### src/rtl/mod_counter_pkg.sv
// Shared constants and operation select for the up/down counter.
// Holds direction/mode encodings and the clr > load > count > hold priority.
package mod_counter_pkg;

    localparam logic DIR_UP    = 1'b1;
    localparam logic DIR_DN    = 1'b0;
    localparam logic MODE_WRAP = 1'b0;
    localparam logic MODE_SAT  = 1'b1;

    typedef enum logic [1:0] {
        OP_CLR   = 2'd0,
        OP_LOAD  = 2'd1,
        OP_COUNT = 2'd2,
        OP_HOLD  = 2'd3
    } op_e;

    // Priority encode the per-edge operation.
    function automatic op_e op_sel(
        input logic clr,
        input logic load,
        input logic en
    );
        op_e op;
        if (clr)       op = OP_CLR;
        else if (load) op = OP_LOAD;
        else if (en)   op = OP_COUNT;
        else           op = OP_HOLD;
        return op;
    endfunction

endpackage

### src/rtl/mod_counter_next.sv
// Combinational next-count and terminal-event logic.
// In: q, limit, up_dn, sat_mode, op, load_val. Out: next_q, term_evt.
module mod_counter_next
    import mod_counter_pkg::*;
#(
    parameter int unsigned WIDTH = 8
) (
    input  logic [WIDTH-1:0] q,
    input  logic [WIDTH-1:0] limit,
    input  logic             up_dn,
    input  logic             sat_mode,
    input  op_e              op,
    input  logic [WIDTH-1:0] load_val,
    output logic [WIDTH-1:0] next_q,
    output logic             term_evt
);

    localparam logic [WIDTH-1:0] ONE  = WIDTH'(1);
    localparam logic [WIDTH-1:0] ZERO = '0;

    always_comb begin
        next_q   = q;
        term_evt = 1'b0;
        unique case (op)
            OP_CLR: begin
                next_q = ZERO;
            end
            OP_LOAD: begin
                next_q = (load_val > limit) ? limit : load_val;
            end
            OP_COUNT: begin
                if (up_dn == DIR_UP) begin
                    // q >= limit also covers a limit lowered below q;
                    // q < limit guarantees q+1 cannot roll over.
                    if (q >= limit) begin
                        term_evt = 1'b1;
                        next_q   = (sat_mode == MODE_SAT) ? limit : ZERO;
                    end else begin
                        next_q = q + ONE;
                    end
                end else begin
                    if (q == ZERO) begin
                        term_evt = 1'b1;
                        next_q   = (sat_mode == MODE_SAT) ? ZERO : limit;
                    end else begin
                        next_q = q - ONE;
                    end
                end
            end
            OP_HOLD: begin
                next_q = q;
            end
            default: begin
                next_q = q;
            end
        endcase
    end

endmodule

### src/rtl/mod_updown_counter.sv
// Parametrised up/down counter with runtime limit, wrap/saturate mode,
// terminal-count pulse tc and sticky overflow ovf. Async active-low reset.
// Ports: clk, reset, en, up_dn, clr, load, load_val, limit, sat_mode,
//        ovf_clr -> q, tc, ovf.
module mod_updown_counter
    import mod_counter_pkg::*;
#(
    parameter int unsigned     WIDTH     = 8,
    parameter logic [WIDTH-1:0] RESET_VAL = '0
) (
    input  logic             clk,
    input  logic             reset,
    input  logic             en,
    input  logic             up_dn,
    input  logic             clr,
    input  logic             load,
    input  logic [WIDTH-1:0] load_val,
    input  logic [WIDTH-1:0] limit,
    input  logic             sat_mode,
    input  logic             ovf_clr,
    output logic [WIDTH-1:0] q,
    output logic             tc,
    output logic             ovf
);

    logic [WIDTH-1:0] q_q, q_d;
    logic             tc_q, tc_d;
    logic             ovf_q, ovf_d;
    logic             term_evt;
    op_e              op;

    assign op = op_sel(clr, load, en);

    mod_counter_next #(
        .WIDTH(WIDTH)
    ) u_next (
        .q        (q_q),
        .limit    (limit),
        .up_dn    (up_dn),
        .sat_mode (sat_mode),
        .op       (op),
        .load_val (load_val),
        .next_q   (q_d),
        .term_evt (term_evt)
    );

    // tc mirrors the event that produced the new q; a fresh event
    // overrides a same-edge ovf_clr.
    assign tc_d  = term_evt;
    assign ovf_d = term_evt | (ovf_q & ~ovf_clr);

    always_ff @(posedge clk or negedge reset) begin
        if (!reset) begin
            q_q   <= RESET_VAL;
            tc_q  <= 1'b0;
            ovf_q <= 1'b0;
        end else begin
            q_q   <= q_d;
            tc_q  <= tc_d;
            ovf_q <= ovf_d;
        end
    end

    assign q   = q_q;
    assign tc  = tc_q;
    assign ovf = ovf_q;

endmodule
### config.mk
export PLATFORM = sky130hd
export DESIGN_NAME = mod_updown_counter
export DESIGN_NICKNAME = d
export VERILOG_FILES = /design/src/rtl/mod_counter_pkg.sv /design/src/rtl/mod_counter_next.sv /design/src/rtl/mod_updown_counter.sv
export SDC_FILE = /design/constraint.sdc
export NUM_CORES = 1
export LEC_CHECK = 0
export BUFFER_PORTS_ARGS = -buffer_cell sky130_fd_sc_hd__clkbuf_2
export CAP_MARGIN = 20
export CELL_PAD_IN_SITES_DETAIL_PLACEMENT = 1
export CELL_PAD_IN_SITES_GLOBAL_PLACEMENT = 2
export CORE_MARGIN = 5
export CORE_UTILIZATION = 31
export DETAILED_ROUTE_END_ITERATION = 7
export GPL_TIMING_DRIVEN = 0
export PLACE_DENSITY_LB_ADDON = 0.25
export SLEW_MARGIN = 20
export SYNTH_ARGS = -nofsm -noshare
export SYNTH_HDL_FRONTEND = slang
export SYNTH_SLANG_ARGS = --single-unit
### constraint.sdc
create_clock -name clk -period 2.73 [get_ports clk]
set_input_delay 0.819 -clock clk [delete_from_list [all_inputs] [get_ports clk]]
set_output_delay 0.819 -clock clk [all_outputs]
set_load 0.02 [all_outputs]
* Yosys cells after proc, flatten, opt, wreduce, memory -nomap -nowiden
Index checks and enable logic that the tools add are counted.
Word-level totals: output and inout port bits 10, register bits 10, bits of input ports 24, word-level logic and storage cells 29
Cells by class: reductions and logical operators 2, bitwise logic cells 3, add/subtract/negate cells 2, magnitude comparators 2, mux-type cells 14, equality and inequality tests 3
Operator list (count):
- $mux 8 | 6
- $pmux 8 s3 | 1
- $add 8x1->8 const B | 1
- $ge 8x8->1 | 1
- $gt 8x8->1 | 1
- $logic_not 8->1 | 1
- $sub 8x1->8 const B | 1
- $mux 1 | 5
- $eq 2x2->1 const B | 2
- $mux 2 | 2
- $eq 2x1->1 const B | 1
- $logic_not 2->1 | 1
- $and 1x1->1 | 1
- $not 1->1 | 1
- $or 1x1->1 | 1

* Longest topological paths before layout
word-level depth 6, depth in mapped cells 9

* Cells and area by module
Synthesis repeated with hierarchy kept, for this count alone.
Unflattened totals: cell total of the unflattened synthesis 197, area, all modules 1535.2 µm²
By module, submodules not included:
- mod_counter_next | cells each 182, area each 1257.5 µm², times used 1
- mod_updown_counter | cells each 15, area each 277.8 µm², times used 1

* Least setup slack after synthesis
OpenSTA, ideal clock, no wires.
path kind input to register, start in limit[6], end reg q_q[2] (netlist: q[2]), library setup time 0.090 ns, data arrival time 2.482 ns, required time 2.640 ns, stages on the path 8, path slack 0.158 ns, path through inv_1 -> ha_1 -> a21oi_1 -> a21boi_0 -> or2_2 -> nor2_1 -> mux2_2 -> o221ai_1
Between the ends: longest elaborated chain between the ends 4, elaborated cells on any way between the ends 6
RTL lines:
- start, declared | RTL line mod_updown_counter.sv:18 | input logic [WIDTH-1:0] limit,
- $ge 8x8->1 | RTL line mod_counter_next.sv:35 | if (q >= limit) begin
- $mux 8 | RTL line mod_counter_next.sv:35
- $mux 8 | RTL line mod_counter_next.sv:32 | if (up_dn == DIR_UP) begin
- $pmux 8 s3 (*) | RTL line mod_counter_next.sv:24 | unique case (op)
- end signal, assigned | RTL line mod_updown_counter.sv:58 | q_q <= q_d;
- end, declared | RTL line mod_updown_counter.sv:26 | logic [WIDTH-1:0] q_q, q_d;
Every way passes the cells marked *; elsewhere a longest branch is shown, timed or not. A chain may end at the register's enable or synchronous reset.

* Worst setup path in the final report
Ends and elaborated chain as after synthesis.

==> results.sh <==
export IMPL_status="finished, final reports clean"
export IMPL_post_synth_instance_area_mm2=0.00145
export IMPL_gate_count_post_synth=184
export IMPL_cts_hold_buffers_added=0
export IMPL_power_leakage_nw=0.787
export IMPL_place_port_buffers=32
export IMPL_critical_path_slowest_cell="mux2_2"
export IMPL_maxSlewHeadroom_pct=41.3
export IMPL_post_route_antenna_net_violation_count=0
export IMPL_final_antenna_diode_count=0
export IMPL_r2r_slack_ps=260
export IMPL_tritoncts_clock_tree="yes"
export IMPL_drive_above_1_share_pct=23.2
export IMPL_ctsHtreeMaxLevel=1
export IMPL_final_setup_skew_ps=7.90
export IMPL_cpLargestDelayFamily="simple AND/OR/NAND/NOR gates"
export IMPL_cts_sinks=10
export IMPL_grt_max_degree=11
export IMPL_clk_transition_reported_paths_ps=60
export IMPL_reg2reg_from="q[0]"
export IMPL_worst_endpoint_arrival_ps=2810
export IMPL_cts_max_path_buffers=2
export IMPL_timing_worst_setup_path_type="in2reg"
export IMPL_timing_worst_slew_pin_value_ps=874
export IMPL_worstPathMaxFanout=7
export IMPL_cp_cell_sequence="clkbuf_2 > inv_1 > ha_1 > a21oi_1 > a21boi_0 > or2_2 > nor2_4 > mux2_2 > o221ai_1"
export IMPL_number_of_flip_flops_and_latches_in_the_synthesized_netlist=10
export IMPL_syn_avg_cell_area_um2=7.89
export IMPL_wl_per_cell_um=20.2
export IMPL_maxCapViolCount=0
export IMPL_num_io_pins=34
export IMPL_timing_final_crit_period_ps=2650
export IMPL_floorplan_die_area_mm2=0.00616
export IMPL_setup_worst_path_start="limit[6]"
export IMPL_number_of_standard_cell_rows_in_the_floorplan=25
export IMPL_grt_overflow_total=0
export IMPL_drt_vias_per_instance=5.95
export IMPL_dp_hpwl_um=4480
export IMPL_synth_yosys_warnings=0
export IMPL_crit_path_max_incr_delay_ps=360
export IMPL_clock_root_buffer="clkbuf_8"
export IMPL_synthesis_nets=226
export IMPL_first_global_vias=1726
export IMPL_crit_path_start_kind="input pin"
export IMPL_p_per_area_mw_per_mm2=441
export IMPL_layout_cells_most_common="clkbuf_2"
export IMPL_layout_area_overhead_vs_synth_pct=20.9
export IMPL_detail_route_first_pass_iterations=4
export IMPL_worstSetupEndpointType="flop"
export IMPL_dieHeight_um=78.5
export IMPL_final_hold_viol_count=0
export IMPL_worstPathBufferInverterCount=2
export IMPL_rsz_0062_raised_after_global_routing="yes"
export IMPL_slew_viol_final=0
export IMPL_insertion_delay_ps=250
export IMPL_layout_common_cells="clkbuf_2 (32), ha_1 (18), nand2_1 (17)"
export IMPL_vias=1629
export IMPL_grt_antenna_before_repair=0
export IMPL_chipWidth_um=78.5
export IMPL_drt_total_wl_um=5550
export IMPL_postSynth_asyncResetShare_pct=100
export IMPL_synth_yosys_seq_area_share_pct=17.2
export IMPL_detailed_router_s_first_iteration_violation_count=74
export IMPL_nets=263
export IMPL_detailedPlace_worstSlack_ps=-316
export IMPL_maxClockFrequency_mhz=377
export IMPL_largest_voltage_drop_on_the_vdd_net_uv=166
export IMPL_dpl_instance_area_mm2=0.00168
export IMPL_cp_data_required_time_ps=2890
export IMPL_synth_cell_type_count=49
export IMPL_synth_edff_count=0
export IMPL_initial_utilization_pct=31.4
export IMPL_grt_first_pass_wirelength_um=8980
export IMPL_rd_place_congestion=0.883
export IMPL_drcViolationCount=0
export IMPL_final_critical_path_setup_slack_ps=75.2
export IMPL_setup_viol=0
export IMPL_grt_use_total_pct=18.7
export IMPL_ys_dominant_reg_cell="dfrtp_1"
export IMPL_min_period_over_period_pct=97.2
export IMPL_timing_hold_worst_class="in2async"
export IMPL_cts_buffers=3
export IMPL_core_area_mm2=0.00463
export IMPL_finalInstanceArea_mm2=0.00176
==> sequential cells by signal, indices dropped and copies added (netlist names) <==
| signal | cells |
|---|---|
| tc | 1 |
| ovf | 1 |
| q | 8 |
==> worst reg2reg max path, stage by stage, from the launching register on <==
cell	delay (ps)
dfrtp_1	460
inv_1	140
ha_1	240
or4b_4	530
nor2b_4	230
nor2_1	70
a311oi_1	250
nor2_1	70
a221o_1	340
==> per-layer routing <==
layer  vias to the layer above  track usage (%)  part of all wire, %  routed length (um)
li1                        763                -                    -                   -
met1                       803             21.9                   43                2400
met2                        52             34.0                   49                2750
met3                        11             4.70                  5.4                 301
met4                         0             4.20                  1.7                  97
met5                         -                0                    0                   0
==> final cells by class <==
cell class,count,area [um^2]
inverter,14,52.6
multi-input combinational,152,1130
buffer,8,41.3
tap,54,67.6
clock buffer,4,55.1
sequential,10,250
fill,590,2870
timing repair buffer,32,160
==> power by group <==
part	leakage [nW]	switching [mW]	internal [mW]
Sequential	0.133	0.0259	0.163
Combinational	0.625	0.225	0.158
Clock	0.0288	0.0752	0.128
==> worst paths after layout <==
| path | end | cells past startpoint |
|---|---|---|
| max reg2reg | q[3] | 8 |
| max in group asynchronous | q[6] | 1 |
| min | q[1] | 1 |
| min in group clk | ovf | 2 |
| max | q[2] | 9 |
| min reg2reg | ovf | 2 |
==> Yosys cell counts, drive strengths merged (3+ instances only) <==
cell type	number	area share, %
ha	18	16
nand2	17	4.4
nor2	14	3.6
inv	13	3.4
dfrtp	10	17
nand3	10	3.4
a21oi	9	3.1
mux2i	7	4.8
xnor2	7	4.2
o21ai	6	2.1
o211ai	5	2.6
a311oi	4	2.4
a31oi	4	1.7
buf	4	1.8
clkbuf	4	1.0
nor2b	4	2.2
nor3	4	2.2
a2111oi	3	1.8
a211oi	3	1.6
nand2b	3	1.8
nand4	3	1.3
o22ai	3	1.3
==> cell families after synthesis <==
kind of cell / after synthesis / synth area share (%)
simple gates: 64 / 23.6
compound gates: 53 / 26.2
buf+inv: 22 / 6.46
fa+ha+maj: 18 / 15.5
flops: 10 / 17.2
xor+xnor: 9 / 5.43
mux: 8 / 5.60
==> stage by stage <==
stage                     total power [mW]  instances  setup TNS [ps]  util (%)  hold WS, ps
after floorplan                      0.444        184               0         -          523
after global placement               0.551        270            -758      36.3          527
after detailed placement             0.565        270           -1130      36.3          545
after CTS                            0.769        274               0      37.5          454
after global routing                 0.824        274           -33.4      37.9          462
final                                0.775        274               0      37.9          443
==> timing repair <==
action | 4_1_cts | 5_1_grt
buffers inserted | 0 | 0
endpoints found under the setup margin | 2 | 3
gates resized for setup | 1 | 5
pin swaps | 0 | 1
No activity file was read; power rests on OpenSTA's default activity.
